**config.mk**
```make
export PLATFORM = sky130hd
export DESIGN_NAME = tdes_cmd_ctrl
export DESIGN_NICKNAME = d
export VERILOG_FILES = /design/src/rtl/tdes_cmd_ctrl.sv
export SDC_FILE = /design/constraint.sdc
export NUM_CORES = 1
export LEC_CHECK = 0
export BUFFER_PORTS_ARGS = -buffer_cell sky130_fd_sc_hd__buf_4
export CAP_MARGIN = 20
export CORE_UTILIZATION = 47
export DETAILED_ROUTE_END_ITERATION = 10
export PLACE_DENSITY_LB_ADDON = 0.12
export SLEW_MARGIN = 25
export SYNTH_ARGS = -nofsm -noshare
export SYNTH_HDL_FRONTEND = slang
export SYNTH_SLANG_ARGS = --single-unit
```
**constraint.sdc**
```tcl
create_clock -name clk -period 1.4 [get_ports clk]
set_input_delay 0.28 -clock clk [delete_from_list [all_inputs] [get_ports clk]]
set_output_delay 0.28 -clock clk [all_outputs]
set_load 0.02 [all_outputs]
```
**src/rtl/tdes_cmd_ctrl.sv**
```systemverilog
// tdes_cmd_ctrl: command/sequencing controller for the 3DES datapath.
// Ports: host cmd handshake, in/out beat metering, core launch/done, status.
module tdes_cmd_ctrl #(
  parameter int KEY_BEATS  = 24,
  parameter int DATA_BEATS = 8,
  parameter int OUT_BEATS  = 8,
  parameter int CNT_W      = 5
) (
  input  logic             clk,
  input  logic             rst,
  input  logic             cmd_valid,
  input  logic [2:0]       cmd,
  output logic             cmd_ready,
  input  logic             in_valid,
  output logic             shift_in,
  output logic             key_dir,
  output logic             core_start,
  input  logic             core_done,
  input  logic             out_ready,
  output logic             shift_out,
  output logic [CNT_W-1:0] in_count,
  output logic [CNT_W-1:0] out_count,
  output logic             key_loaded,
  output logic             in_clear,
  output logic             out_clear,
  output logic             cmd_err
);

  typedef enum logic [2:0] {
    S_IDLE, S_LD_KEY, S_LD_DATA, S_RUN, S_UNLOAD
  } state_t;

  localparam logic [CNT_W-1:0] KEY_LAST  = CNT_W'(KEY_BEATS - 1);
  localparam logic [CNT_W-1:0] DATA_LAST = CNT_W'(DATA_BEATS - 1);
  localparam logic [CNT_W-1:0] OUT_FULL  = CNT_W'(OUT_BEATS);
  localparam logic [CNT_W-1:0] CNT_ONE   = CNT_W'(1);

  state_t state, state_nx;
  logic   data_loaded, core_start_q;
  logic   acc, in_last;
  logic   do_key, do_ld, do_start, do_unl, do_clr, do_err;

  // Command decode with legality checks
  always_comb begin
    acc      = cmd_valid & cmd_ready;
    do_key   = 1'b0;
    do_ld    = 1'b0;
    do_start = 1'b0;
    do_unl   = 1'b0;
    do_clr   = 1'b0;
    do_err   = 1'b0;
    if (acc) begin
      case (cmd)
        3'd1, 3'd2: do_key = 1'b1;
        3'd3: begin
          do_ld  = key_loaded;
          do_err = ~key_loaded;
        end
        3'd4: begin
          do_start = key_loaded & data_loaded;
          do_err   = ~(key_loaded & data_loaded);
        end
        3'd5: do_clr = 1'b1;
        3'd6: begin
          do_unl = (out_count != '0);
          do_err = (out_count == '0);
        end
        3'd7: do_err = 1'b1;
        default: ;
      endcase
    end
  end

  // State register
  always_ff @(posedge clk) begin
    if (rst) state <= S_IDLE;
    else     state <= state_nx;
  end

  // Next state
  always_comb begin
    state_nx = state;
    unique case (state)
      S_IDLE: begin
        if (do_key)   state_nx = S_LD_KEY;
        if (do_ld)    state_nx = S_LD_DATA;
        if (do_start) state_nx = S_RUN;
        if (do_unl)   state_nx = S_UNLOAD;
      end
      S_LD_KEY, S_LD_DATA:
        if (in_last) state_nx = S_IDLE;
      S_RUN:
        if (core_done) state_nx = S_IDLE;
      S_UNLOAD:
        if (shift_out && out_count == CNT_ONE) state_nx = S_IDLE;
      default: state_nx = S_IDLE;
    endcase
  end

  // Outputs; reset forces all strobes low in the reset cycle
  always_comb begin
    cmd_ready  = (state == S_IDLE) & ~rst;
    shift_in   = in_valid & ~rst &
                 (state == S_LD_KEY || state == S_LD_DATA);
    shift_out  = out_ready & ~rst & (state == S_UNLOAD);
    core_start = core_start_q & ~rst;
    in_last    = shift_in &
                 ((state == S_LD_KEY) ? (in_count == KEY_LAST)
                                      : (in_count == DATA_LAST));
  end

  // Counters and status flags
  always_ff @(posedge clk) begin
    if (rst) begin
      key_dir      <= 1'b0;
      key_loaded   <= 1'b0;
      data_loaded  <= 1'b0;
      in_count     <= '0;
      out_count    <= '0;
      cmd_err      <= 1'b0;
      in_clear     <= 1'b0;
      out_clear    <= 1'b0;
      core_start_q <= 1'b0;
    end else begin
      in_clear     <= do_clr;
      out_clear    <= do_clr;
      core_start_q <= do_start;
      if (do_err) cmd_err <= 1'b1;
      if (do_clr) begin
        key_dir     <= 1'b0;
        key_loaded  <= 1'b0;
        data_loaded <= 1'b0;
        in_count    <= '0;
        out_count   <= '0;
        cmd_err     <= 1'b0;
      end
      if (do_key) begin
        key_dir     <= cmd[1];
        key_loaded  <= 1'b0;
        data_loaded <= 1'b0;
        in_count    <= '0;
      end
      if (do_ld) in_count <= '0;
      if (shift_in) begin
        if (in_last) begin
          in_count <= '0;
          if (state == S_LD_KEY) key_loaded  <= 1'b1;
          else                   data_loaded <= 1'b1;
        end else begin
          in_count <= in_count + CNT_ONE;
        end
      end
      if (state == S_RUN && core_done) begin
        out_count   <= OUT_FULL;
        data_loaded <= 1'b0;
      end
      if (shift_out) out_count <= out_count - CNT_ONE;
    end
  end

endmodule
```
==> results of run 1 <==
-- metrics by stage --
stage	instances	worst slack, ns	hold slack [ns]	TNS (ns)
after floorplan	137	-0.0212	0.359	-0.0212
after global placement	210	-0.00976	0.480	-0.00976
after detailed placement	210	-0.0620	0.486	-0.400
after CTS	222	-0.129	0.214	-0.750
after global routing	231	-0.182	0.231	-1.69
final	231	-0.186	0.228	-1.23
-- layer usage --
| metal | track usage (%) | wire [um] |
|---|---|---|
| met1 | 34.9 | 1720 |
| met5 | 0 | 0 |
| met4 | 8.77 | 44 |
| met2 | 43.2 | 1940 |
| met3 | 2.92 | 286 |
-- worst min-delay path by stage --
stage,start,endpoint,slack (ns),cells after the start
5_1_grt,cmd[1],core_start_q,0.23,2
4_1_cts,cmd[1],core_start_q,0.21,2
3_5_place_dp,in_count[0],in_count[0],0.49,2
3_3_place_gp,in_count[0],in_count[0],0.48,1
2_1_floorplan,cmd[1],core_start_q,0.36,1
6_report,cmd[1],core_start_q,0.23,2
-- cells in the mapped netlist, types with 3 or more instances --
cell type  instances
inv_1              9
nor3_1             3
nand3b_1           3
buf_4              3
a31oi_1            3
buf_2              3
nand3_1            9
ha_1               4
a21oi_1            5
nand2_1           12
nor2_1             8
nand4_1            3
xnor2_1            3
dfxtp_1           19
-- sequential cells by signal, summed over array words and instances, names as in the netlist --
register      flops
core_start_q      1
state             3
out_count         5
cmd_err           1
in_count          5
key_loaded        1
data_loaded       1
key_dir           1
out_clear         1
-- critical path, cell delays in order, from the launching register on --
cell and delay (ns):
dfxtp_4 0.41, nor4_4 0.30, buf_4 0.19, nand4_1 0.17, nand3b_1 0.26, a311oi_1 0.13
-- final cells by class --
class / count / share of cell area [%]
Multi-Input combinational cell: 101 / 45.6
Timing Repair Buffer: 70 / 28.6
Sequential cell: 19 / 20.8
Tap cell: 28 / 1.84
Inverter: 9 / 1.77
Clock buffer: 4 / 1.38
-- kinds of logic (layout without fill, tap and decap cells) --
| group | count (synthesis) | in the layout | synth area share (%) |
|---|---|---|---|
| simple gates | 58 | 58 | 29.4 |
| compound gates | 35 | 35 | 23.3 |
| flops | 19 | 19 | 32.2 |
| buf+inv | 17 | 83 | 7.30 |
| fa+ha+maj | 4 | 4 | 4.23 |
| xor+xnor | 4 | 4 | 3.60 |
-- power by group --
part	switching, W	internal [W]	total [W]
logic	0.000136	0.000130	0.000265
clock network	0.000183	0.000111	0.000293
registers	0.0000139	0.000544	0.000558
total	0.000332	0.000784	0.00112
-- repair_timing --
action / in CTS / in global routing
endpoints found under the hold margin: 0 / 0
pin swaps: 16 / 13
endpoints found under the setup margin: 15 / 22
buffers inserted: 9 / 9
resized for setup: 14 / 23
==> run_results.csv, run 1 <==
group,metric,value,unit
placement,portBuffers,27,
routing,drtIter0Drc,51,
yosys,yosysTopAreaCell,"dfxtp_1",
yosys,avgSynthCellArea,8.63,sq um
placement,gp_congestion,0.836,
clocking,cts_tree,"yes",
yosys,synth_cell_types,50,
outcome,violations,"setup timing",
power,p_leak,0.798,nW
cells_and_area,regArea,397,sq um
timing,hold_viol,0,
placement,dp_hpwl,2320,um
global_route,grt_max_degree,11,
global_route,grt_pass1_vias,1192,
yosys,yosys_warnings,0,
critical_path,endpoint,"out_count[2]",
critical_path,r2r_setup_slack,-0.19,ns
floorplanning,boundaryPins,28,
routing,via_count,1395,
cells_and_area,multi_input_area,870,sq um
global_route,grt_first_pass_wirelength,5270,um
timing,period_needed,1.59,ns
routing,via_per_inst,6.04,
timing,fin_skew,0.00391,ns
clocking,clockBufferDepth,2,
critical_path,rr_endpoint,"out_count[2]",
min_path,min_path_type,"in -> reg",
floorplanning,rows,17,
routing,ant_nets,0,
routing,wl_per_cell,17.3,um
critical_path,required,1.58,ns
yosys,synth_edf_count,0,
cells_and_area,drive_above_1_share,54.2,%
clocking,cts.sinks,19,
critical_path,worstPathMaxFanout,5,
critical_path,critical_path.startpoint,"state[0]",
critical_path,worstPathArrival,1.76,ns
critical_path,crit_path_start_kind,"flop",
floorplanning,initial_core_util,51.5,%
yosys,async_reset_ff_share,0,%
outcome,status,"finished with violations",
floorplanning,die_width,52.2,um
power,totalPowerFinal,0.00112,W
run,cap_violations,0,
clocking,insertion_delay,0.30,ns
global_route,grtUsageTotal,26.1,%
cells_and_area,n_fill_cell,148,
cells_and_area,final_common_cell,"buf_4",
yosys,synth_top_area_share,32.2,%
yosys,syn_nets,150,
placement,dpl_cell_area,0.00159,sq mm
routing,drc,0,
timing,fin_crit_sh,113,%
global_route,antenna_found_initial,0,
yosys,netlist_top_cells_area,"dfxtp_1 (32%), ha_1 (4.2%), nand3_1 (3.8%)",
routing,drtPass1Iterations,6,
floorplanning,die-area,0.00272,sq mm
critical_path,worstSetupPathType,"reg -> reg",
cells_and_area,area_growth,61.2,%
power,power_density,586,mW/mm^2
clocking,hold_buffers,0,
timing,max_slew_margin,74.8,%
yosys,syn-cell-area,0.00118,sq mm
cells_and_area,antenna_cells,0,
cells_and_area,stdcell_area,0.00191,sq mm
floorplanning,die_y,52.2,um
routing,finalWirelength,3990,um
critical_path,reg2regPathDepth,5,
cells_and_area,layout_common_cells,"buf_4 (63), dfxtp_1 (14), nand2_1 (9)",
clocking,htree_levels,1,
timing,slew_viol_final,0,
clocking,cts_root_buf,"clkbuf_4",
timing,rsz0062_at_grt,"true",
power,ir_drop,0.643,mV
yosys,syn_inst,137,
cells_and_area,nets,217,
timing,setup_viol,10,
critical_path,reg2reg_from,"state[0]",
clocking,clkTransAtPathRegs,0.12,ns
yosys,yosysSeqAreaShare,32.2,%
cells_and_area,final_util,83.0,%
timing,tightest_slew,0.377,ns
floorplanning,coreArea,0.00230,sq mm
global_route,grt-ovfl-total,0,
yosys,synth_flop_cell,"dfxtp_1",
timing,setup_ws,-0.186,ns
timing,clock.fmax,631,MHz
critical_path,end_kind,"flop",
clocking,numCtsBuffers,3,
yosys,ys_seq_elements,19,
Note: power is estimated with default switching activity, not from simulation.
==> run 2: changes to the inputs <==
--- a/config.mk
+++ b/config.mk
@@ -7,7 +7,8 @@
 export LEC_CHECK = 0
 export BUFFER_PORTS_ARGS = -buffer_cell sky130_fd_sc_hd__buf_4
 export CAP_MARGIN = 20
-export CORE_UTILIZATION = 47
+export CORE_UTILIZATION = 49
+export CTS_BUF_LIST = sky130_fd_sc_hd__clkbuf_4 sky130_fd_sc_hd__clkbuf_8
 export DETAILED_ROUTE_END_ITERATION = 10
 export PLACE_DENSITY_LB_ADDON = 0.12
 export SLEW_MARGIN = 25
==> run 2 against run 1 <==
Sequential power down 0.9%. Register-to-register slack better by 0.07 ns. Clock-buffer cell count unchanged. Combinational power down 14%. Global-route usage up 1.3 points. Critical path type is now reg -> out. Die area down 3.9%. Highest routed layer unchanged. Sequential cell count unchanged. Clock skew up 0.0030 ns. Via count down 6.9%. The run still ends with setup timing left. Routed wire length down 16%.
==> run_results.csv, run 2 (same netlist as run 1, synthesis figures left out) <==
group,metric,value,unit
power,pwr-share-seq,50.9,%
floorplanning,coreArea,0.00223,sq mm
clocking,numCtsBuffers,3,
cells_and_area,final_common_cell,"buf_4",
clocking,cts.sinks,19,
clocking,cts_tree,"yes",
routing,drtIter0Drc,30,
critical_path,worstPathMaxFanout,5,
global_route,grtUsageTotal,27.4,%
timing,tightest_slew,0.378,ns
clocking,clkTransAtPathRegs,0.12,ns
floorplanning,initial_core_util,52.9,%
clocking,cts_root_buf,"clkbuf_4",
global_route,grt_max_degree,20,
critical_path,required,1.12,ns
cells_and_area,largestRegisters,"in_count x5, out_count x5, state x3",
global_route,grt-ovfl-total,0,
floorplanning,die_y,51.1,um
global_route,antenna_found_initial,0,
run,cap_violations,0,
floorplanning,die_width,51.1,um
timing,setup_ws,-0.146,ns
routing,wl_per_cell,15.2,um
cells_and_area,drive_above_1_share,47.2,%
placement,gp_congestion,0.808,
floorplanning,die-area,0.00261,sq mm
placement,dpl_worst_slack,-0.0602,ns
power,power_density,613,mW/mm^2
timing,period_needed,1.55,ns
routing,drtPass1Iterations,5,
floorplanning,rows,17,
timing,slew_viol_final,0,
timing,rsz0062_at_grt,"true",
clocking,clockBufferDepth,2,
routing,via_count,1299,
routing,via_per_inst,5.88,
clocking,htree_levels,1,
cells_and_area,layout_common_cells,"buf_4 (58), dfxtp_1 (14), nand2_1 (11)",
timing,fin_crit_sh,110,%
cells_and_area,stdcell_area,0.00177,sq mm
routing,ant_nets,0,
timing,fin_skew,0.00691,ns
critical_path,worstSetupPathType,"reg -> out",
clocking,hold_buffers,0,
power,comb_power_share,21.0,%
placement,portBuffers,27,
routing,drc,0,
power,ir_drop,0.455,mV
cells_and_area,antenna_cells,0,
placement,dp_hpwl,2340,um
power,p_int,0.000778,W
cells_and_area,nets,207,
critical_path,worstPathArrival,1.27,ns
critical_path,end_kind,"output pin",
power,p_switching,0.000308,W
power,p_leak,0.740,nW
timing,clock.fmax,647,MHz
outcome,violations,"setup timing",
floorplanning,boundaryPins,28,
power,clock_power_share,28.1,%
power,swShare,28.4,%
critical_path,crit_path_start_kind,"flop",
min_path,min_path_type,"in -> reg",
cells_and_area,area_growth,49.8,%
global_route,grt_first_pass_wirelength,5320,um
clocking,insertion_delay,0.30,ns
routing,finalWirelength,3350,um
placement,dpl_cell_area,0.00160,sq mm
timing,max_slew_margin,74.8,%
timing,hold_viol,0,
global_route,grt_pass1_vias,1187,
outcome,status,"finished with violations",
timing,setup_viol,16,
run 2: cell types whose count changed in the layout (fill, tap and decap cells not counted), moves of 2 or more:
cell / previous run / this run
buf_4: 63 / 58
buf_6: 6 / 2
nand2_1: 9 / 11
nand2_2: 2 / 0
o31ai_1: 0 / 2
o31ai_2: 2 / 0
run 2: cell type report:
| cell class | count | area (sq um) |
|---|---|---|
| Clock buffer | 4 | 30.0 |
| Fill cell | 151 | 462 |
| Inverter | 9 | 33.8 |
| Multi-Input combinational cell | 101 | 818 |
| Sequential cell | 19 | 397 |
| Tap cell | 28 | 35.0 |
| Timing Repair Buffer | 60 | 458 |
run 2: per-stage QoR:
step                setup TNS, ns  hold slack, ns  util [%]  std cells  total power (W)
floorplan                 -0.0212           0.359         -        137         0.000682
global placement                0           0.471      71.6        211         0.000755
detailed placement         -0.359           0.481      71.6        211         0.000759
CTS                        -0.948           0.290      76.8        220          0.00108
global route                -2.38           0.306      79.3        221          0.00113
finish                      -1.22           0.286      79.3        221          0.00109
run 2: worst paths after layout:
| check | start | endpoint | slack [ns] | depth (start not counted) |
|---|---|---|---|---|
| hold / removal | core_done | state[0] | 0.29 | 4 |
| setup / recovery | state[2] | cmd_ready | -0.15 | 3 |
| setup reg to reg | state[2] | out_count[2] | -0.12 | 6 |
| hold reg to reg | in_count[0] | in_count[0] | 0.47 | 1 |
run 2: worst max-delay path, stage by stage (launching register included):
cell and delay, ns:
dfxtp_4 0.39, buf_6 0.12, nor4_4 0.27, buf_4 0.19
run 2: layer usage:
layer  vias up  routed length [um]  track usage, %
met5         -                   0               0
met4         0                  51            8.33
met3         8                 170            3.87
met2        58                1660            47.1
met1       614                1480            35.1
li1        619                   -               -
run 2: power by group through the flow:
stage / sequential [W] / clock (W) / combinational [W]
CTS: 0.000554 / 0.000319 / 0.000208
detailed placement: 0.000576 / 0 / 0.000183
global placement: 0.000576 / 0 / 0.000180
finish: 0.000553 / 0.000306 / 0.000228
floorplan: 0.000574 / 0 / 0.000108
global route: 0.000553 / 0.000336 / 0.000243
run 2: repair_timing:
item                       in CTS  in global routing
setup buffers                   5                  1
pin swaps                      16                  7
gates resized for setup        13                  8
setup endpoints to repair      14                 19
